$ cat src/rtl/queue_drain_tx.sv
// Consumer side of the 8-entry byte queue: pops one byte, waits out the queue's read
// latency, and shifts it out as an async serial frame. Define QUEUE_TX_PARITY_EN for an even-parity bit.
module queue_drain_tx #(
    parameter int BIT_CYCLES = 4,
    parameter int DEQ_LAT    = 3
) (
    input  logic       clock_10KHZ,
    input  logic       reset,
    input  logic       enable,
    input  logic [3:0] len_in,
    input  logic [7:0] q_data_in,
    output logic       dequeue_out,
    output logic       tx_out,
    output logic       busy_out,
    output logic [7:0] sent_count_out
);

    // One timer serves both the bit period and the dequeue latency wait, so it is sized for the longer.
    localparam int TMAX = (BIT_CYCLES > DEQ_LAT) ? BIT_CYCLES : DEQ_LAT;
    localparam int TW   = $clog2(TMAX) + 1;
    localparam logic [TW-1:0] BIT_LAST = TW'(BIT_CYCLES - 1);
    localparam logic [TW-1:0] LAT_LAST = TW'(DEQ_LAT - 1);

    typedef enum logic [2:0] {
        IDLE,
        REQ,
        WAIT_DATA,
        START,
        DATA,
`ifdef QUEUE_TX_PARITY_EN
        PARITY,
`endif
        STOP
    } state_t;

    state_t        state, state_n;
    logic [TW-1:0] timer, timer_n;
    logic [2:0]    bit_idx, bit_idx_n;
    logic [7:0]    shreg, shreg_n;
    logic [7:0]    sent_n;
    logic          tx_n, busy_n, deq_n;
    logic          bit_done;
`ifdef QUEUE_TX_PARITY_EN
    logic          parity, parity_n;
`endif

    assign bit_done = (timer == BIT_LAST);

    // NOTE: every signal assigned below gets a default first, so no path can leave one unassigned and infer a latch.
    always_comb begin
        state_n   = state;
        timer_n   = timer + TW'(1);
        bit_idx_n = bit_idx;
        shreg_n   = shreg;
        sent_n    = sent_count_out;
`ifdef QUEUE_TX_PARITY_EN
        parity_n  = parity;
`endif
        case (state)
            IDLE: begin
                timer_n = '0;
                if (enable && len_in != 4'd0)
                    state_n = REQ;
            end
            REQ: begin
                timer_n = '0;
                state_n = WAIT_DATA;
            end
            WAIT_DATA: begin
                if (timer == LAT_LAST) begin
                    timer_n = '0;
                    state_n = START;
                    shreg_n = q_data_in;
`ifdef QUEUE_TX_PARITY_EN
                    parity_n = ^q_data_in;
`endif
                end
            end
            START: begin
                if (bit_done) begin
                    timer_n   = '0;
                    bit_idx_n = 3'd0;
                    state_n   = DATA;
                end
            end
            DATA: begin
                if (bit_done) begin
                    timer_n = '0;
                    if (bit_idx == 3'd7) begin
`ifdef QUEUE_TX_PARITY_EN
                        state_n = PARITY;
`else
                        state_n = STOP;
`endif
                    end else begin
                        bit_idx_n = bit_idx + 3'd1;
                        shreg_n   = {1'b0, shreg[7:1]};
                    end
                end
            end
`ifdef QUEUE_TX_PARITY_EN
            PARITY: begin
                if (bit_done) begin
                    timer_n = '0;
                    state_n = STOP;
                end
            end
`endif
            STOP: begin
                if (bit_done) begin
                    timer_n = '0;
                    sent_n  = sent_count_out + 8'd1;
                    state_n = IDLE;
                end
            end
            default: begin
                timer_n = '0;
                state_n = IDLE;
            end
        endcase

        // Outputs are decoded from the next state so the registered copies line up with the state they describe.
        deq_n  = (state_n == REQ);
        busy_n = (state_n != IDLE);
        case (state_n)
            START:   tx_n = 1'b0;
            DATA:    tx_n = shreg_n[0];
`ifdef QUEUE_TX_PARITY_EN
            PARITY:  tx_n = parity_n;
`endif
            default: tx_n = 1'b1;
        endcase
    end

    // NOTE: sequential state uses non-blocking assignments so every register samples pre-edge values.
    always_ff @(posedge clock_10KHZ or negedge reset) begin
        if (!reset) begin
            state          <= IDLE;
            timer          <= '0;
            bit_idx        <= 3'd0;
            shreg          <= 8'd0;
            sent_count_out <= 8'd0;
            dequeue_out    <= 1'b0;
            tx_out         <= 1'b1;
            busy_out       <= 1'b0;
`ifdef QUEUE_TX_PARITY_EN
            parity         <= 1'b0;
`endif
        end else begin
            state          <= state_n;
            timer          <= timer_n;
            bit_idx        <= bit_idx_n;
            shreg          <= shreg_n;
            sent_count_out <= sent_n;
            dequeue_out    <= deq_n;
            tx_out         <= tx_n;
            busy_out       <= busy_n;
`ifdef QUEUE_TX_PARITY_EN
            parity         <= parity_n;
`endif
        end
    end

endmodule

$ cat config.mk
export PLATFORM = sky130hd
export DESIGN_NAME = queue_drain_tx
export DESIGN_NICKNAME = d
export VERILOG_FILES = /design/src/rtl/queue_drain_tx.sv
export SDC_FILE = /design/constraint.sdc
export NUM_CORES = 1
export LEC_CHECK = 0
export ABC_AREA = 1
export CAP_MARGIN = 15
export CORE_MARGIN = 2
export CORE_UTILIZATION = 35
export DETAILED_ROUTE_END_ITERATION = 10
export REMOVE_ABC_BUFFERS = 1
export SLEW_MARGIN = 20
export SYNTH_ARGS = -nofsm -noshare
export SYNTH_HDL_FRONTEND = slang
export SYNTH_SLANG_ARGS = --single-unit
$ cat constraint.sdc
create_clock -name clock_10KHZ -period 2.6 [get_ports clock_10KHZ]
set_input_delay 0.26 -clock clock_10KHZ [delete_from_list [all_inputs] [get_ports clock_10KHZ]]
set_output_delay 0.26 -clock clock_10KHZ [all_outputs]
set_load 0.02 [all_outputs]
==> impl_results.md <==
- Crit path capture: tx_out
- CP Data Required Time: 2340 ps
- Dominant synthesized flop cell: dfrtp_1
- Height of the chip: 71.8 um
- Boundary Pins: 26
- CTS tree: done
- Total gr overflow: 0
- CTS root buf: clkbuf_8
- Core area: 4380 um^2
- CP Buf/Inv Count: 1
- Clock-pin slew on the worst setup and hold paths: 100 ps
- R2R Setup Slk: 960 ps
- Drt initial violations: between 70 and 80
- H-tree depth: 1
- Top cells by count, synth: 61 x nand2_1, 27 x dfrtp_1, 21 x inv_1, 14 x nand3_1, 11 x o21ai_0
- CP arrival: between 1000 and 1500 ps
- Synth Cell Area: approximately 1600 um^2
- Fin. max-slew vios: 0
- Die area: approximately 5200 um^2
- CTS Buffer Depth: 2
- CP top delay family: buffers and inverters
- Final setup viols: 0
- Final hold violation count: 0
- Share of cells above drive strength 1: about an eighth
- Pin count of the biggest net entering global routing: 29
- Startpoint Class: register
- GPL Wtd Cong: approximately 0.82
- Initial Util: 36.7%
- Outcome: finished, final reports clean
- Most common cell in the netlist: nand2_1
- Fillers: 433
- Unrepaired setup endpoints after global routing: false
- Static leakage: 0.965 nW
- Vias in the first global route: 1292
- Avg Vias per Cell: around 4.7
- Synth area leaders: dfrtp_1 42%, nand2_1 14%, ha_1 6.2%, inv_1 4.9%, nand3_1 4.4%
- Max IR drop VDD: about 0.25 mV
- Worst path max stage delay: a little under 600 ps
- TritonRoute pass-1 iters: 5
- WP depth: 1
- Post-Route WL: about 3000 um
- CTS Sinks: 28
- Die X: 71.8 um
- Register area share after synthesis: a little over two fifths
- Nets: about 250
- Wire length per cell: ~11 um
- Post-layout min period: 1670 ps
- First-pass GRT wire length: about 5500 um
- Type of the worst min-delay path: in2async
- WS Path Type: reg2out
- Resized cells post-CTS: 0
- Dpl hpwl: 2320 um
- Seq cells post-synth: 28
- Critical path startpoint: tx_out
- Post-synth ARST share: 100%
- GRT Total Usage: between 10% and 20%
- Critical R2R Capture: sent_count_out[6]
- Layout area overhead: 23.8%
- Worst Tran Pin Value: 473 ps
- Crit Path Max Fanout: 1
- Setup TNS: 0 ps
- Cts bufs inserted: 3
- Sequential cell area: 702 um^2
- Worst reg-to-reg path cell count: 7
- Max_cap viols: 0
- Yosys top cell by area: dfrtp_1
- Remaining DRCs: 0
- Initial antenna violation count: 0
- Pwr Total: around 1.1 mW
- Worst-path cell chain: clkdlybuf4s50_1
- DRT antenna net count: 0
- EDFF count, synth: 0
- Hold buffers post-CTS: 0
- Period utilization: around 64%
- Syn Area/Cell: roughly 8.3 um^2
- Slew margin rel.: approximately 70%
- Multi-input gate area: approximately 800 um^2
- Top-area cell type share of the netlist area: 42.0%
- Clock latency on the worst-skew pair: 280 ps
- Antenna diodes: 0
- Setup Skew: between 7 and 8 ps
- Post-CTS Setup Inserts: 0
- I/O Buffers: 25
- Syn. warnings: 0
- Netlist cell types: 28
- Via count: around 1300
- P per Cell Area: 569 nW/um^2
- CP Capture Type: output pin
- FF-to-FF Start: timer[0]
- Site row count: 24
- FMAX: between 0.5 and 0.6 GHz
- CP max-delay cell: clkdlybuf4s50_1
- Mapped Cells: a little under 200
[flip-flops by register name, indices dropped and copies added, names as in the netlist]
register	flops
shreg	8
state	3
bit_idx	3
tx_out	1
timer	3
busy_out	1
dequeue_out	1
sent_count_out	8
[cell families after synthesis]
group,count (synthesis),share of synthesized area [%]
buf+inv,28,7.16
xor+xnor,7,3.81
simple gates,104,33.3
compound gates,18,5.84
flops,28,43.7
fa+ha+maj,8,6.23
[metrics by stage]
stage | instance area, um^2 | setup WS [ps] | instances | hold slack (ps) | util, %
after floorplan | 1600 | 1150 | 192 | -35.6 | -
after global placement | 1920 | 933 | 270 | 454 | 43.8
after detailed placement | 1920 | 943 | 270 | 454 | 43.8
after CTS | 1990 | 921 | 274 | 354 | 45.4
after global routing | 1990 | 809 | 274 | 376 | 45.4
final | 1990 | 931 | 274 | 342 | 45.4
[cell type report]
type	instances	area share [%]
Timing Repair Buffer	26	12.9
Inverter	27	5.22
Clock inverter	1	1.51
Tap cell	52	3.27
Sequential cell	28	35.3
Clock buffer	3	2.07
Multi-Input combinational cell	137	39.7
[worst min path at each step]
stage	from	to	slack, ps
4_1_cts	reset	shreg[2]	350
2_1_floorplan	reset	bit_idx[0]	-40
6_report	reset	sent_count_out[0]	340
5_1_grt	reset	sent_count_out[1]	380
3_5_place_dp	timer[0]	timer[0]	450
3_3_place_gp	timer[0]	timer[0]	450
[layout by cell type, fill, tap and decap left out, drive strengths merged, types with 2 or more instances in the layout]
| master | n |
|---|---|
| dfrtp | 27 |
| ha | 8 |
| xor2 | 5 |
| clkbuf | 3 |
| nor3 | 3 |
| nor2 | 13 |
| clkdlybuf4s50 | 25 |
| nand3 | 19 |
| xnor2 | 2 |
| nand2 | 67 |
| a21oi | 4 |
| inv | 27 |
| o21ai | 12 |
[where the power goes]
part           internal, mW  total (mW)  switching (mW)
Sequential            0.472       0.504          0.0317
Combinational         0.106       0.277           0.171
Clock                 0.206       0.351           0.145
[per-layer routing]
metal	share of wire [%]	vias up	routed length (um)	global-route usage (%)
li1	-	669	-	-
met1	51	597	1550	18.2
met2	43	22	1290	21.2
met3	3.6	4	110	2.81
met4	2.3	0	70	6.29
met5	0	-	0	0
[worst register-to-register path: cells and delay by family (launching register included)]
family                   cells  cell delay, ps
adder cells (fa/ha/maj)      2             460
AND/OR/NAND/NOR              3             440
flip-flops                   1             380
buffers and inverters        1             170
XOR/XNOR                     1             140
Note: power is estimated with default switching activity, not from simulation.
